**config.mk**
```make
export PLATFORM = sky130hd
export DESIGN_NAME = pipe_hazard_ctrl_flat
export DESIGN_NICKNAME = d
export VERILOG_FILES = /design/src/rtl/pipe_ctrl_pkg.sv /design/src/rtl/pipe_hazard_ctrl_if.sv /design/src/rtl/muldiv_seq.sv /design/src/rtl/pipe_hazard_ctrl.sv /design/src/flat_wrapper.sv
export SDC_FILE = /design/constraint.sdc
export NUM_CORES = 1
export LEC_CHECK = 0
export ABC_AREA = 1
export CORE_ASPECT_RATIO = 0.6
export CORE_MARGIN = 2
export CORE_UTILIZATION = 24
export CTS_BUF_LIST = sky130_fd_sc_hd__clkbuf_8
export CTS_CLUSTER_SIZE = 10
export DETAILED_ROUTE_END_ITERATION = 7
export DONT_BUFFER_PORTS = 1
export PLACE_DENSITY_LB_ADDON = 0.08
export RECOVER_POWER = 100
export SETUP_SLACK_MARGIN = 0.2
export SLEW_MARGIN = 15
export SYNTH_ARGS = -nofsm -noshare
export SYNTH_HDL_FRONTEND = slang
export SYNTH_SLANG_ARGS = --single-unit
```
**constraint.sdc**
```tcl
create_clock -name clk -period 1.7 [get_ports clk]
set_input_delay 0.17 -clock clk [delete_from_list [all_inputs] [get_ports clk]]
set_output_delay 0.17 -clock clk [all_outputs]
set_load 0.02 [all_outputs]
```
**src/rtl/pipe_ctrl_pkg.sv**
```systemverilog
// Shared types and defaults for the pipeline hazard / stall-flush control.
// Imported by the interface, the mul/div sequencer and the hazard controller.
package pipe_ctrl_pkg;

  localparam int REG_W       = 5;
  localparam int MUL_LAT_DEF = 4;
  localparam int DIV_LAT_DEF = 32;
  localparam int CNT_W_DEF   = 6;
  localparam int PERF_W_DEF  = 16;

  typedef enum logic {
    IDLE    = 1'b0,
    MD_BUSY = 1'b1
  } md_state_e;

  typedef struct packed {
    logic pc_write;
    logic ifid_write;
    logic idex_bubble;
    logic ifid_flush;
  } hz_ctrl_t;

  // Hazard priority, shared with the forwarding unit:
  //   1. taken branch squashes ID, so it wins over every stall
  //   2. load-use / HI-LO hazards freeze PC and IF/ID and bubble EX
  //   3. otherwise the pipeline runs; forwarding covers ALU RAW hazards
  localparam hz_ctrl_t CTRL_FLUSH = '{pc_write: 1'b1, ifid_write: 1'b1, idex_bubble: 1'b1, ifid_flush: 1'b1};
  localparam hz_ctrl_t CTRL_STALL = '{pc_write: 1'b0, ifid_write: 1'b0, idex_bubble: 1'b1, ifid_flush: 1'b0};
  localparam hz_ctrl_t CTRL_RUN   = '{pc_write: 1'b1, ifid_write: 1'b1, idex_bubble: 1'b0, ifid_flush: 1'b0};

endpackage

```
**src/rtl/pipe_hazard_ctrl_if.sv**
```systemverilog
// ID/EX hazard inputs and stall/flush outputs between the pipeline and the
// hazard controller.
interface pipe_hazard_ctrl_if
  import pipe_ctrl_pkg::*;
#(
  parameter int PERF_W = PERF_W_DEF
);
  logic             IDEX_MemRead;
  logic [REG_W-1:0] IDEX_RegisterRt;
  logic [REG_W-1:0] IFID_RegisterRs;
  logic [REG_W-1:0] IFID_RegisterRt;
  logic             IFID_UsesRt;
  logic             IFID_ReadsHiLo;
  logic             IFID_IsMulDiv;
  logic             branch_taken;
  logic             md_start;
  logic             md_div;
  logic             PCWrite;
  logic             IFIDWrite;
  logic             IDEX_Bubble;
  logic             IFID_Flush;
  logic             md_busy;
  logic             md_done;
  logic [PERF_W-1:0] stall_cycles;

  modport master (
    output IDEX_MemRead, IDEX_RegisterRt, IFID_RegisterRs, IFID_RegisterRt,
           IFID_UsesRt, IFID_ReadsHiLo, IFID_IsMulDiv, branch_taken, md_start, md_div,
    input  PCWrite, IFIDWrite, IDEX_Bubble, IFID_Flush, md_busy, md_done, stall_cycles
  );

  modport slave (
    input  IDEX_MemRead, IDEX_RegisterRt, IFID_RegisterRs, IFID_RegisterRt,
           IFID_UsesRt, IFID_ReadsHiLo, IFID_IsMulDiv, branch_taken, md_start, md_div,
    output PCWrite, IFIDWrite, IDEX_Bubble, IFID_Flush, md_busy, md_done, stall_cycles
  );
endinterface

```
**src/rtl/muldiv_seq.sv**
```systemverilog
// Mul/div occupancy sequencer: tracks one in-flight op with a latency
// down-counter; busy/done decode from registered state only.
module muldiv_seq
  import pipe_ctrl_pkg::*;
#(
  parameter int MUL_LAT = MUL_LAT_DEF,
  parameter int DIV_LAT = DIV_LAT_DEF,
  parameter int CNT_W   = CNT_W_DEF
) (
  input  logic clk,
  input  logic rst_n,
  input  logic start,
  input  logic div,
  input  logic kill,
  output logic md_busy,
  output logic md_done
);
  localparam logic [CNT_W-1:0] MUL_LD = CNT_W'(MUL_LAT - 1);
  localparam logic [CNT_W-1:0] DIV_LD = CNT_W'(DIV_LAT - 1);

  md_state_e        state_q, state_d;
  logic [CNT_W-1:0] cnt_q, cnt_d;

  always_ff @(posedge clk or negedge rst_n) begin
    if (!rst_n) begin
      state_q <= IDLE;
      cnt_q   <= '0;
    end else begin
      state_q <= state_d;
      cnt_q   <= cnt_d;
    end
  end

  // A start in the same EX slot as a taken branch is squashed, never issued.
  always_comb begin
    state_d = state_q;
    cnt_d   = cnt_q;
    case (state_q)
      IDLE: begin
        if (start && !kill) begin
          state_d = MD_BUSY;
          cnt_d   = div ? DIV_LD : MUL_LD;
        end
      end
      MD_BUSY: begin
        if (cnt_q != '0) cnt_d = cnt_q - 1'b1;
        else             state_d = IDLE;
      end
      default: state_d = IDLE;
    endcase
  end

  assign md_busy = (state_q == MD_BUSY);
  assign md_done = md_busy && (cnt_q == '0);

endmodule

```
**src/rtl/pipe_hazard_ctrl.sv**
```systemverilog
// Stall/flush controller: load-use and HI/LO hazard detection, branch flush,
// mul/div occupancy and a saturating stall-cycle counter.
module pipe_hazard_ctrl
  import pipe_ctrl_pkg::*;
#(
  parameter int MUL_LAT = MUL_LAT_DEF,
  parameter int DIV_LAT = DIV_LAT_DEF,
  parameter int CNT_W   = CNT_W_DEF,
  parameter int PERF_W  = PERF_W_DEF
) (
  input logic               clk,
  input logic               rst_n,
  pipe_hazard_ctrl_if.slave hz
);
  logic              load_use, md_haz, md_busy, md_done;
  hz_ctrl_t          ctrl;
  logic [PERF_W-1:0] perf_q;

  muldiv_seq #(
    .MUL_LAT (MUL_LAT),
    .DIV_LAT (DIV_LAT),
    .CNT_W   (CNT_W)
  ) u_md (
    .clk     (clk),
    .rst_n   (rst_n),
    .start   (hz.md_start),
    .div     (hz.md_div),
    .kill    (hz.branch_taken),
    .md_busy (md_busy),
    .md_done (md_done)
  );

  assign load_use = hz.IDEX_MemRead && (hz.IDEX_RegisterRt != '0) &&
                    ((hz.IDEX_RegisterRt == hz.IFID_RegisterRs) ||
                     (hz.IFID_UsesRt && (hz.IDEX_RegisterRt == hz.IFID_RegisterRt)));
  assign md_haz   = md_busy && (hz.IFID_ReadsHiLo || hz.IFID_IsMulDiv);

  always_comb begin
    ctrl = CTRL_RUN;
    if (hz.branch_taken)         ctrl = CTRL_FLUSH;
    else if (md_haz || load_use) ctrl = CTRL_STALL;
  end

  always_ff @(posedge clk or negedge rst_n) begin
    if (!rst_n)                             perf_q <= '0;
    else if (!ctrl.pc_write && perf_q != '1) perf_q <= perf_q + 1'b1;
  end

  assign hz.PCWrite      = ctrl.pc_write;
  assign hz.IFIDWrite    = ctrl.ifid_write;
  assign hz.IDEX_Bubble  = ctrl.idex_bubble;
  assign hz.IFID_Flush   = ctrl.ifid_flush;
  assign hz.md_busy      = md_busy;
  assign hz.md_done      = md_done;
  assign hz.stall_cycles = perf_q;

endmodule

```
**src/flat_wrapper.sv**
```systemverilog
// flat-port wrapper written by rule: the top's interface ports become plain ports
module pipe_hazard_ctrl_flat import pipe_ctrl_pkg::*;
#(
  parameter int MUL_LAT = MUL_LAT_DEF,
  parameter int DIV_LAT = DIV_LAT_DEF,
  parameter int CNT_W   = CNT_W_DEF,
  parameter int PERF_W  = PERF_W_DEF
)
  (clk, rst_n, hz_IDEX_MemRead, hz_IDEX_RegisterRt, hz_IFID_RegisterRs, hz_IFID_RegisterRt, hz_IFID_UsesRt, hz_IFID_ReadsHiLo, hz_IFID_IsMulDiv, hz_branch_taken, hz_md_start, hz_md_div, hz_PCWrite, hz_IFIDWrite, hz_IDEX_Bubble, hz_IFID_Flush, hz_md_busy, hz_md_done, hz_stall_cycles);
  pipe_hazard_ctrl_if #(.PERF_W(PERF_W)) hz_i ();
  input logic clk;
  input logic rst_n;
  input wire logic [$bits(hz_i.IDEX_MemRead)-1:0] hz_IDEX_MemRead;
  input wire logic [$bits(hz_i.IDEX_RegisterRt)-1:0] hz_IDEX_RegisterRt;
  input wire logic [$bits(hz_i.IFID_RegisterRs)-1:0] hz_IFID_RegisterRs;
  input wire logic [$bits(hz_i.IFID_RegisterRt)-1:0] hz_IFID_RegisterRt;
  input wire logic [$bits(hz_i.IFID_UsesRt)-1:0] hz_IFID_UsesRt;
  input wire logic [$bits(hz_i.IFID_ReadsHiLo)-1:0] hz_IFID_ReadsHiLo;
  input wire logic [$bits(hz_i.IFID_IsMulDiv)-1:0] hz_IFID_IsMulDiv;
  input wire logic [$bits(hz_i.branch_taken)-1:0] hz_branch_taken;
  input wire logic [$bits(hz_i.md_start)-1:0] hz_md_start;
  input wire logic [$bits(hz_i.md_div)-1:0] hz_md_div;
  output wire logic [$bits(hz_i.PCWrite)-1:0] hz_PCWrite;
  output wire logic [$bits(hz_i.IFIDWrite)-1:0] hz_IFIDWrite;
  output wire logic [$bits(hz_i.IDEX_Bubble)-1:0] hz_IDEX_Bubble;
  output wire logic [$bits(hz_i.IFID_Flush)-1:0] hz_IFID_Flush;
  output wire logic [$bits(hz_i.md_busy)-1:0] hz_md_busy;
  output wire logic [$bits(hz_i.md_done)-1:0] hz_md_done;
  output wire logic [$bits(hz_i.stall_cycles)-1:0] hz_stall_cycles;
  assign hz_i.IDEX_MemRead = hz_IDEX_MemRead;
  assign hz_i.IDEX_RegisterRt = hz_IDEX_RegisterRt;
  assign hz_i.IFID_RegisterRs = hz_IFID_RegisterRs;
  assign hz_i.IFID_RegisterRt = hz_IFID_RegisterRt;
  assign hz_i.IFID_UsesRt = hz_IFID_UsesRt;
  assign hz_i.IFID_ReadsHiLo = hz_IFID_ReadsHiLo;
  assign hz_i.IFID_IsMulDiv = hz_IFID_IsMulDiv;
  assign hz_i.branch_taken = hz_branch_taken;
  assign hz_i.md_start = hz_md_start;
  assign hz_i.md_div = hz_md_div;
  assign hz_PCWrite = hz_i.PCWrite;
  assign hz_IFIDWrite = hz_i.IFIDWrite;
  assign hz_IDEX_Bubble = hz_i.IDEX_Bubble;
  assign hz_IFID_Flush = hz_i.IFID_Flush;
  assign hz_md_busy = hz_i.md_busy;
  assign hz_md_done = hz_i.md_done;
  assign hz_stall_cycles = hz_i.stall_cycles;
  pipe_hazard_ctrl #(.MUL_LAT(MUL_LAT), .DIV_LAT(DIV_LAT), .CNT_W(CNT_W), .PERF_W(PERF_W)) u_core (.clk(clk), .rst_n(rst_n), .hz(hz_i));
endmodule
```
==> results of run 1 <==
-- kinds of logic after synthesis --
group	count (synthesis)
AOI/OAI and AO/OA	11
xor gates and xnor gates	9
adders and majority gates	2
buffers and inverters	50
DFF	23
and+or+nand+nor	161
-- layout make-up --
class | count | area (um^2)
inverter | 42 | 160.2
timing repair buffer | 37 | 257.7
tap | 87 | 108.9
sequential | 23 | 576.8
fill | 753 | 4644
clock buffer | 3 | 41.29
clock inverter | 1 | 5.005
multi-input combinational | 183 | 968.4
-- cells in the final DEF, fill, tap and decap left out, drive strengths merged, types with 4 or more instances in the layout --
master and instances:
nand2 90, xor2 4, clkbuf 15, inv 41, dfrtp 23, nand3 17, xnor2 5, nor2 30
a31oi 4, o21ai 6, nand4 21, buf 24
-- critical path, stage by stage, from the launching register on --
cell and delay [ps]:
sky130_fd_sc_hd__dfrtp_1 380, sky130_fd_sc_hd__inv_2 80, sky130_fd_sc_hd__ha_4 150, sky130_fd_sc_hd__inv_4 40
sky130_fd_sc_hd__nor3_4 140, sky130_fd_sc_hd__nand4_1 140, sky130_fd_sc_hd__inv_1 190
-- synthesized netlist by cell type --
master / count
sky130_fd_sc_hd__buf_2: 2
sky130_fd_sc_hd__nor3_2: 1
sky130_fd_sc_hd__ha_1: 2
sky130_fd_sc_hd__a21oi_1: 1
sky130_fd_sc_hd__nor2_4: 1
sky130_fd_sc_hd__a31oi_1: 4
sky130_fd_sc_hd__xnor2_1: 5
sky130_fd_sc_hd__o21ai_0: 5
sky130_fd_sc_hd__or2_2: 1
sky130_fd_sc_hd__nor2_1: 25
sky130_fd_sc_hd__nand4_2: 1
sky130_fd_sc_hd__nor2_2: 4
sky130_fd_sc_hd__nand2_1: 86
sky130_fd_sc_hd__nand3_2: 1
sky130_fd_sc_hd__buf_4: 2
sky130_fd_sc_hd__buf_6: 4
sky130_fd_sc_hd__nand2_2: 3
sky130_fd_sc_hd__xor2_1: 4
sky130_fd_sc_hd__inv_1: 37
sky130_fd_sc_hd__inv_2: 4
sky130_fd_sc_hd__dfrtp_1: 23
sky130_fd_sc_hd__clkinv_1: 1
sky130_fd_sc_hd__nor3_1: 1
sky130_fd_sc_hd__nand4_1: 20
sky130_fd_sc_hd__o21ai_1: 1
sky130_fd_sc_hd__nand2_4: 1
sky130_fd_sc_hd__nand3_1: 16
-- metal layers --
metal / part of all wire / vias up / global-route usage
met3: 0.059 / 2 / 0.03934
met5: 0 / - / 0
met2: 0.37 / 33 / 0.1617
li1: - / 875 / -
met1: 0.57 / 742 / 0.2175
met4: 0.0025 / 0 / 0.01220
-- timing repair --
item                       CTS  global route
hold endpoints to repair    23             0
pin swaps                    4             5
gates resized for setup     17            17
buffers inserted             4             6
setup endpoints to repair   12            26
hold buffers                 2             0
-- worst paths after layout --
check | cells past startpoint | endpoint | startpoint
max | 6 | hz_md_done | u_core.u_md.cnt_q[0]
min | 3 | u_core.u_md.cnt_q[5] | hz_md_start
max reg2reg | 11 | u_core.u_md.cnt_q[5] | u_core.u_md.cnt_q[0]
min reg2reg | 3 | u_core.u_md.cnt_q[5] | u_core.u_md.cnt_q[5]
max in group asynchronous | 2 | u_core.hz.stall_cycles[3] | rst_n
min in group asynchronous | 2 | u_core.u_md.cnt_q[2] | rst_n
-- power by group --
| group | leakage [nW] | switching, mW | internal [mW] |
|---|---|---|---|
| logic | 0.772 | 0.239 | 0.172 |
| clock network | 0.0255 | 0.199 | 0.164 |
| registers | 0.294 | 0.0643 | 0.591 |
| total | 1.09 | 0.503 | 0.927 |
-- flip-flops by register name, summed over array words and instances (netlist names) --
name	flops
u_core.u_md.md_busy	1
u_core.u_md.cnt_q	6
u_core.hz.stall_cycles	16
==> impl_table.tex, run 1 <==
\begin{tabular}{lr}
\hline
Metric & Value \\
\hline
\multicolumn{2}{l}{\textbf{Placement}} \\
\quad Worst setup slack before clock tree synthesis & 72.18 ps \\
\quad Post-placement cell area & 0.001927 mm\^{}2 \\
\quad Port bufs & 0 \\
\quad Post-placement cell count & 360 \\
\quad Hpwl dp & 3815 um \\
\quad Placer Congestion & 0.7711 \\
\multicolumn{2}{l}{\textbf{Timing}} \\
\quad Minimum period implied by the final worst setup slack & 1550 ps \\
\quad Maximum operating frequency & 645.2 MHz \\
\quad Final setup violation count & 0 \\
\quad Fin Hold WS & 169.2 ps \\
\quad RSZ-0062 raised after global routing & yes \\
\quad Post-route clock period utilization & 0.9117 \\
\quad Sum Neg Setup Slack & 0 ps \\
\quad Relative slew margins & 0.6641 \\
\quad Fin worst setup slack & roughly 150 ps \\
\quad Number of max-slew violations in the final report & 0 \\
\quad Final setup skew & 3.258 ps \\
\quad Slew at the pin with the worst max-slew slack & 503.9 ps \\
\quad Fin. Hold Viols & 0 \\
\multicolumn{2}{l}{\textbf{Global route}} \\
\quad Initial antenna violation count & 0 \\
\quad All-Layer GR Usage & 0.1298 \\
\quad First-pass GRT wire length & 8010 um \\
\quad Number of global-route vias before repair & 1496 \\
\quad Largest net degree at the start of global routing & 24 \\
\quad Global-route congestion overflow total & 0 \\
\multicolumn{2}{l}{\textbf{Floorplanning}} \\
\quad Die Ht & 69.18 um \\
\quad Initial cell density of the core & 0.2512 \\
\quad Die area & 0.007791 mm\^{}2 \\
\quad Count of boundary I/O pins & 46 \\
\quad Total number of placement rows & 23 \\
\quad Width of the die & 112.6 um \\
\quad Total core area & $\sim$0.0068 mm\^{}2 \\
\multicolumn{2}{l}{\textbf{Setup path}} \\
\quad R2R setup slack & 190 ps \\
\quad Worst setup EP type & output port \\
\quad Class of the most critical setup path & register to output port \\
\quad Type of element launching the critical path & register \\
\quad CP max FO & 2 \\
\quad Required time of the critical path & 1530 ps \\
\quad Data arrival time of the critical path & 1380 ps \\
\multicolumn{2}{l}{\textbf{CTS}} \\
\quad Clk Latency, worst-skew pair & 270 ps \\
\quad Number of sinks driven by the clock tree & 23 \\
\quad Total number of H-tree levels & 1 \\
\quad Maximum number of buffers from clock root to sink & 2 \\
\quad Root cell of the clock tree & sky130\_fd\_sc\_hd\_\_clkbuf\_8 \\
\quad Number of buffers added by the clock tree synthesis step & 3 \\
\quad Clock slew at reported path FFs & roughly 90 ps \\
\quad CTS tree & built \\
\multicolumn{2}{l}{\textbf{Layout}} \\
\quad Utilization of the core after routing & 0.3132 \\
\quad Post-route insts no fill & 376 \\
\quad Final net count & 316 \\
\quad Final Instance Area & 0.002118 mm\^{}2 \\
\quad Area growth syn-to-layout & 24.67\% \\
\quad Number of diodes & 0 \\
\quad Share of layout cells above drive strength 1 & 0.2249 \\
\multicolumn{2}{l}{\textbf{Synth}} \\
\quad Number of synthesized register bits & 23 \\
\quad Area fraction of the dominant cell type after synthesis & 0.3387 \\
\quad Adder-cell share of the synthesized area & 0.01473 \\
\quad Compound-cell area share of the yosys netlist & 0.03535 \\
\quad Leading post-synthesis cells by cell area & sky130\_fd\_sc\_hd\_\_dfrtp\_1, sky130\_fd\_sc\_hd\_\_nand2\_1, sky130\_fd\_sc\_hd\_\_inv\_1 \\
\quad Simple-gate portion of the synthesized area & 0.4308 \\
\quad Mux share of post-synthesis cell area & 0 \\
\quad Distinct cell type count of the synthesized netlist & 27 \\
\quad Synthesized Nets & roughly 280 \\
\quad Xor-xnor portion of the synthesized cell area & 0.04639 \\
\quad Cell area after synthesis & 0.001699 mm\^{}2 \\
\quad Largest family of logic cells by synthesized area & simple AND/OR/NAND/NOR gates \\
\quad Sequential fraction of the synthesis area & 0.3387 \\
\quad Most area-hungry cell type in the Yosys netlist & sky130\_fd\_sc\_hd\_\_dfrtp\_1 \\
\quad Synthesized instance count & 256 \\
\quad Avg Cell Area, Syn & around 6.6 um\^{}2 \\
\quad Synthesis warning total & 0 \\
\multicolumn{2}{l}{\textbf{Routing}} \\
\quad Wire per inst & 13.01 um \\
\quad Via total after detailed routing & 1652 \\
\quad Detailed router's first-iteration violation count & 86 \\
\quad Via density & 4.394 \\
\quad Remaining antenna violation count & 0 \\
\quad Number of search-and-repair iterations in the first detailed-routing pass & 4 \\
\quad WL final & 4892 um \\
\quad Residual DRC count & 0 \\
\multicolumn{2}{l}{\textbf{Power and ir drop}} \\
\quad Power Total & 1.429 mW \\
\quad Leakage power of the design & 1.091 nW \\
\quad Power density over the cells & 674.8 mW/mm\^{}2 \\
\quad Maximum vdd ir drop & 0.3891 mV \\
\multicolumn{2}{l}{\textbf{Run}} \\
\quad Max-cap viol count & 0 \\
\multicolumn{2}{l}{\textbf{Outcome}} \\
\quad Run status & finished clean \\
\multicolumn{2}{l}{\textbf{Hold path}} \\
\quad Worst hold path class & input port to register \\
\hline
\end{tabular}
Power figures use the tool's default switching activity.
==> inputs of run 2 (changes only) <==
--- a/config.mk
+++ b/config.mk
@@ -13,6 +13,7 @@
 export CTS_CLUSTER_SIZE = 10
 export DETAILED_ROUTE_END_ITERATION = 7
 export DONT_BUFFER_PORTS = 1
+export MAX_ROUTING_LAYER = met4
 export PLACE_DENSITY_LB_ADDON = 0.08
 export RECOVER_POWER = 100
 export SETUP_SLACK_MARGIN = 0.2
==> run 2 against run 1 <==
Against the previous run:
- die area stayed put
- hold slack hardly changed
- maximum frequency is 0.22% lower
- critical path depth stayed put
- sequential cell count stayed put
- power is 0.24% higher
- global-route usage is 0.37 points higher
- clock-buffer cell count stayed put
- setup slack worse by 3.5 ps
- register-to-register slack hardly changed
- core utilization stayed put
- routed wire length is 0.12% higher
- highest routed layer unchanged
==> impl_table.tex, run 2 (same netlist as run 1, synthesis figures left out) <==
\begin{tabular}{lr}
\hline
Metric & Value \\
\hline
\multicolumn{2}{l}{\textbf{Timing}} \\
\quad Maximum operating frequency & 643.8 MHz \\
\quad Fin. Hold Viols & 0 \\
\quad Minimum period implied by the final worst setup slack & 1553 ps \\
\quad Final setup skew & 5.580 ps \\
\quad Relative slew margins & 0.6686 \\
\quad Slew at the pin with the worst max-slew slack & between 400 and 500 ps \\
\quad RSZ-0062 raised after global routing & yes \\
\quad Sum Neg Setup Slack & 0 ps \\
\quad Post-route clock period utilization & 0.9137 \\
\quad Final setup violation count & 0 \\
\quad Number of max-slew violations in the final report & 0 \\
\multicolumn{2}{l}{\textbf{Placement}} \\
\quad Placer Congestion & 0.7815 \\
\quad Port bufs & 0 \\
\quad Hpwl dp & 3815 um \\
\quad Post-placement cell count & 360 \\
\multicolumn{2}{l}{\textbf{Global route}} \\
\quad Initial antenna violation count & 0 \\
\quad All-Layer GR Usage & 0.1335 \\
\quad Met1 Usage GRT & 0.2207 \\
\quad Number of global-route vias before repair & 1498 \\
\quad Global routing met2 resource utilization & 0.1617 \\
\quad First-pass GRT wire length & approximately 8000 um \\
\quad Largest net degree at the start of global routing & 24 \\
\quad Global-route congestion overflow total & 0 \\
\quad Met3 track demand over resource & 0.03409 \\
\quad Most heavily used metal layer in global routing & met1 \\
\multicolumn{2}{l}{\textbf{Setup path}} \\
\quad CP delay by family, top & flip-flops \\
\quad CP max FO & 2 \\
\quad Required time of the critical path & 1530 ps \\
\quad Slowest cell on crit path & sky130\_fd\_sc\_hd\_\_dfrtp\_1 \\
\quad Series of cell instances along the critical path & inv\_2, ha\_4, inv\_4, nor3\_4, nand4\_1, inv\_1 \\
\quad Worst setup EP type & output port \\
\quad Max stage delay on crit path & between 300 and 400 ps \\
\quad WP buf/inv & 3 \\
\quad Data arrival time of the critical path & roughly 1400 ps \\
\quad Type of element launching the critical path & register \\
\quad Class of the most critical setup path & register to output port \\
\multicolumn{2}{l}{\textbf{Floorplanning}} \\
\quad Width of the die & 112.6 um \\
\quad Initial cell density of the core & 0.2512 \\
\quad Die Ht & between 60 and 70 um \\
\quad Die area & 0.007791 mm\^{}2 \\
\quad Total number of placement rows & 23 \\
\quad Count of boundary I/O pins & 46 \\
\quad Total core area & just under 0.007 mm\^{}2 \\
\multicolumn{2}{l}{\textbf{Power and ir drop}} \\
\quad Clock network fraction of total power & 0.256 \\
\quad Gate power share & 0.287 \\
\quad Leakage power of the design & 1.091 nW \\
\quad Portion of total power attributed to sequential cells & 0.457 \\
\quad Switching Share & 0.3530 \\
\quad Switching power & 0.5058 mW \\
\quad Internal power consumption & 0.9270 mW \\
\quad Power density over the cells & 676.4 mW/mm\^{}2 \\
\quad Maximum vdd ir drop & 0.3892 mV \\
\multicolumn{2}{l}{\textbf{Layout}} \\
\quad Number of flip-flops in the largest register & 16 \\
\quad Commonest non-fill, non-tap cell in the layout & sky130\_fd\_sc\_hd\_\_nand2\_1 \\
\quad Area growth syn-to-layout & 24.67\% \\
\quad Final net count & 316 \\
\quad Post-route insts no fill & 376 \\
\quad Top library cells by usage in the layout, fill and taps aside & sky130\_fd\_sc\_hd\_\_nand2\_1, sky130\_fd\_sc\_hd\_\_inv\_1, sky130\_fd\_sc\_hd\_\_buf\_4, sky130\_fd\_sc\_hd\_\_dfrtp\_1, sky130\_fd\_sc\_hd\_\_nand4\_1 \\
\quad Share of layout cells above drive strength 1 & 0.2249 \\
\quad Number of diodes & 0 \\
\quad Filler instances & 753 \\
\multicolumn{2}{l}{\textbf{CTS}} \\
\quad Clock slew at reported path FFs & around 90 ps \\
\quad Clk Latency, worst-skew pair & 270 ps \\
\quad Maximum number of buffers from clock root to sink & 2 \\
\quad Root cell of the clock tree & sky130\_fd\_sc\_hd\_\_clkbuf\_8 \\
\quad Total number of H-tree levels & 1 \\
\quad Number of sinks driven by the clock tree & 23 \\
\quad Number of buffers added by the clock tree synthesis step & 3 \\
\quad CTS tree & built \\
\multicolumn{2}{l}{\textbf{Routing}} \\
\quad Wire per inst & 13.03 um \\
\quad Remaining antenna violation count & 0 \\
\quad WL final & 4898 um \\
\quad Detailed router's first-iteration violation count & 81 \\
\quad Via total after detailed routing & $\sim$1700 \\
\quad Via density & 4.402 \\
\quad Number of search-and-repair iterations in the first detailed-routing pass & 4 \\
\quad Residual DRC count & 0 \\
\multicolumn{2}{l}{\textbf{Hold path}} \\
\quad Worst hold path class & input port to register \\
\multicolumn{2}{l}{\textbf{Outcome}} \\
\quad Run status & finished clean \\
\multicolumn{2}{l}{\textbf{Run}} \\
\quad Max-cap viol count & 0 \\
\hline
\end{tabular}
-- run 2: tightest hold or removal path, delay by kind of cell --
kind | cells | cell delay [ps]
and+or+nand+nor | 2 | 210
AOI/OAI and AO/OA | 1 | 30
-- run 2: routing by layer --
| layer | routed length, um | vias to the layer above |
|---|---|---|
| met5 | 0 | - |
| met4 | 12 | 0 |
| met3 | 310 | 2 |
| met2 | 1797 | 37 |
| met1 | 2777 | 741 |
| li1 | - | 875 |
-- run 2: metrics by stage --
stage	hold WS, ps	total power [mW]	setup slack [ps]	utilization	cell area [um^2]
after floorplan	-125.6	0.8822	241.3	-	1700
after global placement	-125.0	1.015	46.62	0.2849	1927
after detailed placement	-124.7	1.005	72.18	0.2849	1927
after CTS	153.7	1.412	114.8	0.3079	2082
after global routing	156.7	1.537	36.00	0.3132	2118
final	169.0	1.433	146.6	0.3132	2118
-- run 2: cell type report --
cell class / count / area, um^2 / area share
multi-input cells: 183 / 968.4 / 0.4572
repair buffers: 37 / 257.7 / 0.1217
clock inverters: 1 / 5.005 / 0.002363
inverters: 42 / 160.2 / 0.07561
well taps: 87 / 108.9 / 0.05139
flip-flops and latches: 23 / 576.8 / 0.2723
clock buffers: 3 / 41.29 / 0.01949
-- run 2: final timing paths --
| kind | from | end | slack [ps] | cells after the start |
|---|---|---|---|---|
| max | u_core.u_md.cnt_q[0] | hz_md_done | 150 | 6 |
| min | hz_md_start | u_core.u_md.cnt_q[5] | 170 | 3 |
| max reg2reg | u_core.u_md.cnt_q[0] | u_core.u_md.cnt_q[5] | 180 | 11 |
| min reg2reg | u_core.u_md.cnt_q[5] | u_core.u_md.cnt_q[5] | 560 | 3 |
| max in group asynchronous | rst_n | u_core.hz.stall_cycles[3] | 1230 | 2 |
| min in group asynchronous | rst_n | u_core.u_md.cnt_q[2] | 310 | 2 |
-- run 2: repair_timing --
action	in CTS	in global routing
pin swaps	4	5
gates cloned	0	0
hold endpoints to repair	23	0
endpoints found under the setup margin	12	26
hold buffers	2	0
buffers inserted	4	6
resized for setup	17	17
-- run 2: power groups by stage --
| stage | sequential, mW | combinational [mW] | clock [mW] |
|---|---|---|---|
| final | 0.655 | 0.411 | 0.367 |
| after global routing | 0.663 | 0.465 | 0.408 |
| after CTS | 0.651 | 0.378 | 0.383 |
| after detailed placement | 0.658 | 0.347 | 0 |
| after global placement | 0.660 | 0.355 | 0 |
| after floorplan | 0.707 | 0.175 | 0 |
==> inputs of run 3 (changes only) <==
--- a/config.mk
+++ b/config.mk
@@ -5,7 +5,6 @@
 export SDC_FILE = /design/constraint.sdc
 export NUM_CORES = 1
 export LEC_CHECK = 0
-export ABC_AREA = 1
 export CORE_ASPECT_RATIO = 0.6
 export CORE_MARGIN = 2
 export CORE_UTILIZATION = 24
==> run 3 against run 2 <==
Against the previous run:
- the flow now finishes with violations (setup timing)
- clock power about the same
- routed wire length decreased by 17%
- cell count decreased by 27%
- first-iteration DRC count decreased by 67%
- sequential cell count unchanged
- hold slack got worse by 4.0 ps
- setup slack got worse by 470 ps
- critical path type unchanged
==> impl_table.tex, run 3 <==
\begin{tabular}{lr}
\hline
Metric & Value \\
\hline
\multicolumn{2}{l}{\textbf{Outcome}} \\
\quad Run status & finished, violations left \\
\quad Failing checks & setup timing \\
\multicolumn{2}{l}{\textbf{Placement}} \\
\quad Placer Congestion & 0.7655 \\
\quad Post-placement cell area & about 0.0019 mm\^{}2 \\
\quad Hpwl dp & 3063 um \\
\quad Port bufs & 0 \\
\quad Post-placement cell count & 256 \\
\multicolumn{2}{l}{\textbf{Synth}} \\
\quad Synthesized instance count & 143 \\
\quad Primary flip-flop cell chosen by synthesis mapping & sky130\_fd\_sc\_hd\_\_dfrtp\_1 \\
\quad Cell area after synthesis & about 0.0014 mm\^{}2 \\
\quad Distinct cell type count of the synthesized netlist & 45 \\
\quad Area fraction of the dominant cell type after synthesis & 0.3976 \\
\quad Synthesized Nets & 169 \\
\quad Synthesis warning total & 0 \\
\quad Post-synth EDFFs & 0 \\
\quad Avg Cell Area, Syn & 10.12 um\^{}2 \\
\quad Async set-or-reset flop fraction in the synthesized netlist & 1.000 \\
\quad Synth top cells by count & sky130\_fd\_sc\_hd\_\_dfrtp\_1, sky130\_fd\_sc\_hd\_\_xnor2\_1, sky130\_fd\_sc\_hd\_\_nand3\_1, sky130\_fd\_sc\_hd\_\_nand2\_1, sky130\_fd\_sc\_hd\_\_xor2\_1 \\
\quad Sequential fraction of the synthesis area & 0.3976 \\
\quad Most area-hungry cell type in the Yosys netlist & sky130\_fd\_sc\_hd\_\_dfrtp\_1 \\
\quad Count leader, synth & sky130\_fd\_sc\_hd\_\_dfrtp\_1 \\
\quad Number of synthesized register bits & 23 \\
\quad Leading post-synthesis cells by cell area & sky130\_fd\_sc\_hd\_\_dfrtp\_1, sky130\_fd\_sc\_hd\_\_xnor2\_1, sky130\_fd\_sc\_hd\_\_xor2\_1 \\
\multicolumn{2}{l}{\textbf{Setup path}} \\
\quad Worst setup EP type & output port \\
\quad Class of the most critical setup path & register to output port \\
\quad Type of element launching the critical path & register \\
\quad Series of cell instances along the critical path & inv\_1, ha\_2, nor3b\_4, or4b\_4, buf\_6, inv\_8, buf\_6 \\
\quad Slowest cell on crit path & sky130\_fd\_sc\_hd\_\_or4b\_4 \\
\quad Most common cell type on the critical path & sky130\_fd\_sc\_hd\_\_buf\_6 \\
\quad Max stage delay on crit path & around 490 ps \\
\quad Data arrival time of the critical path & 1860 ps \\
\quad Required time of the critical path & 1530 ps \\
\quad CP max FO & 2 \\
\multicolumn{2}{l}{\textbf{Routing}} \\
\quad WL final & about 4100 um \\
\quad Residual DRC count & 0 \\
\quad Remaining antenna violation count & 0 \\
\quad Via total after detailed routing & 1258 \\
\quad Via density & around 4.6 \\
\quad Detailed router's first-iteration violation count & 27 \\
\quad Wire per inst & 14.84 um \\
\quad Number of search-and-repair iterations in the first detailed-routing pass & 3 \\
\multicolumn{2}{l}{\textbf{Global route}} \\
\quad Global-route congestion overflow total & 0 \\
\quad All-Layer GR Usage & 0.1260 \\
\quad Initial antenna violation count & 0 \\
\quad First-pass GRT wire length & approximately 6400 um \\
\quad Largest net degree at the start of global routing & 24 \\
\quad Number of global-route vias before repair & 1291 \\
\multicolumn{2}{l}{\textbf{Floorplanning}} \\
\quad Count of boundary I/O pins & 46 \\
\quad Width of the die & about 100 um \\
\quad Total core area & 0.005702 mm\^{}2 \\
\quad Total number of placement rows & 21 \\
\quad Initial cell density of the core & 0.2539 \\
\quad Die area & 0.006690 mm\^{}2 \\
\quad Die Ht & 64.16 um \\
\multicolumn{2}{l}{\textbf{Timing}} \\
\quad Number of max-slew violations in the final report & 0 \\
\quad Final setup violation count & 19 \\
\quad Fin worst setup slack & -326.9 ps \\
\quad Slew at the pin with the worst max-slew slack & 1089 ps \\
\quad Relative slew margins & 0.2738 \\
\quad Fin Hold WS & 165.0 ps \\
\quad Post-route clock period utilization & 1.192 \\
\quad Fin. Hold Viols & 0 \\
\quad Minimum period implied by the final worst setup slack & 2027 ps \\
\quad Maximum operating frequency & 493.4 MHz \\
\quad RSZ-0062 raised after global routing & yes \\
\quad Final setup skew & approximately 1.9 ps \\
\quad Sum Neg Setup Slack & -2630 ps \\
\multicolumn{2}{l}{\textbf{Power and ir drop}} \\
\quad Maximum vdd ir drop & 0.3145 mV \\
\quad Leakage power of the design & 0.9154 nW \\
\quad Power density over the cells & 1175 mW/mm\^{}2 \\
\multicolumn{2}{l}{\textbf{Run}} \\
\quad Max-cap viol count & 0 \\
\multicolumn{2}{l}{\textbf{CTS}} \\
\quad CTS tree & built \\
\quad Number of sinks driven by the clock tree & 23 \\
\quad Number of buffers added by the clock tree synthesis step & 3 \\
\quad Clock slew at reported path FFs & 90 ps \\
\quad Root cell of the clock tree & sky130\_fd\_sc\_hd\_\_clkbuf\_8 \\
\quad Maximum number of buffers from clock root to sink & 2 \\
\quad Clk Latency, worst-skew pair & 270 ps \\
\quad Total number of H-tree levels & 1 \\
\multicolumn{2}{l}{\textbf{Layout}} \\
\quad Final Instance Area & 0.002207 mm\^{}2 \\
\quad Area growth syn-to-layout & 52.46\% \\
\quad Commonest non-fill, non-tap cell in the layout & sky130\_fd\_sc\_hd\_\_buf\_4 \\
\quad Final net count & 221 \\
\quad Top library cells by usage in the layout, fill and taps aside & sky130\_fd\_sc\_hd\_\_buf\_4, sky130\_fd\_sc\_hd\_\_dfrtp\_1, sky130\_fd\_sc\_hd\_\_clkbuf\_1, sky130\_fd\_sc\_hd\_\_xnor2\_1, sky130\_fd\_sc\_hd\_\_dfrtp\_2 \\
\quad Number of diodes & 0 \\
\quad Post-route insts no fill & 274 \\
\quad Number of flip-flops in the largest register & 16 \\
\quad Share of layout cells above drive strength 1 & 0.4948 \\
\multicolumn{2}{l}{\textbf{Hold path}} \\
\quad Worst hold path class & input port to register \\
\hline
\end{tabular}
run 3: changes by cell type in the layout (fill, tap and decap cells not counted), sizes merged, moves of 5 or more:
cell	previous run	this run
nor2	30	7
mux2	0	5
nand4	21	6
xnor2	5	16
buf	24	36
nand2	90	9
inv	41	6
run 3: kinds of logic after synthesis:
kind of cell / share of synthesized area
XOR/XNOR: 0.1452
buffers and inverters: 0.03543
multiplexers: 0.04840
AO/OA/AOI/OAI: 0.1011
AND/OR/NAND/NOR: 0.2550
flip-flops: 0.3976
adder cells (fa/ha/maj): 0.01728
run 3: power breakdown:
| part | internal (mW) | switching (mW) |
|---|---|---|
| clock | 0.166 | 0.202 |
| sequential | 0.714 | 0.136 |
| combinational | 0.694 | 0.681 |
| total | 1.57 | 1.02 |
run 3: what timing repair did:
| item | 4_1_cts | 5_1_grt |
|---|---|---|
| pin swaps | 21 | 9 |
| setup buffers | 9 | 3 |
| resized for setup | 22 | 17 |
| setup endpoints to repair | 26 | 26 |
| cloned | 0 | 0 |
| hold buffers | 2 | 0 |
| endpoints found under the hold margin | 23 | 0 |
run 3: layout make-up:
type / instances / area [um^2]
Fill cell: 590 / 3495
Multi-Input combinational cell: 109 / 1071
Sequential cell: 23 / 585.6
Timing Repair Buffer: 52 / 371.6
Tap cell: 80 / 100.1
Clock buffer: 3 / 41.29
Inverter: 6 / 30.03
Clock inverter: 1 / 7.507
run 3: stage by stage:
stage / setup slack [ps] / utilization / total power, mW
floorplan: -168.9 / - / 1.591
global placement: -201.2 / 0.3344 / 1.974
detailed placement: -225.3 / 0.3344 / 1.995
CTS: -334.5 / 0.3763 / 2.544
global route: -426.5 / 0.3871 / 2.778
finish: -326.9 / 0.3871 / 2.594
run 3: final timing paths:
kind | endpoint | slack, ps | from | cells after the start
min in group asynchronous | u_core.hz.stall_cycles[7] | 710 | rst_n | 2
max in group asynchronous | u_core.u_md.md_busy | 270 | rst_n | 2
setup / recovery | hz_md_done | -330 | u_core.u_md.cnt_q[1] | 7
setup reg to reg | u_core.u_md.cnt_q[2] | -290 | u_core.u_md.cnt_q[1] | 8
hold / removal | u_core.hz.stall_cycles[12] | 170 | hz_branch_taken | 2
hold reg to reg | u_core.u_md.cnt_q[5] | 620 | u_core.u_md.cnt_q[5] | 2
run 3: worst max-delay path: cells and delay by family (launching register included):
family                   cells  cell delay [ps]
buffers and inverters        4              350
adder cells (fa/ha/maj)      1              170
flip-flops                   1              380
AND/OR/NAND/NOR              2              680
run 3: layer usage:
layer | share of wire | GRT usage | up-vias
met4 | 0.0030 | 0.01520 | 0
met5 | 0 | - | -
met1 | 0.48 | 0.1652 | 628
li1 | - | - | 610
met3 | 0.050 | 0.04592 | 2
met2 | 0.46 | 0.1920 | 18
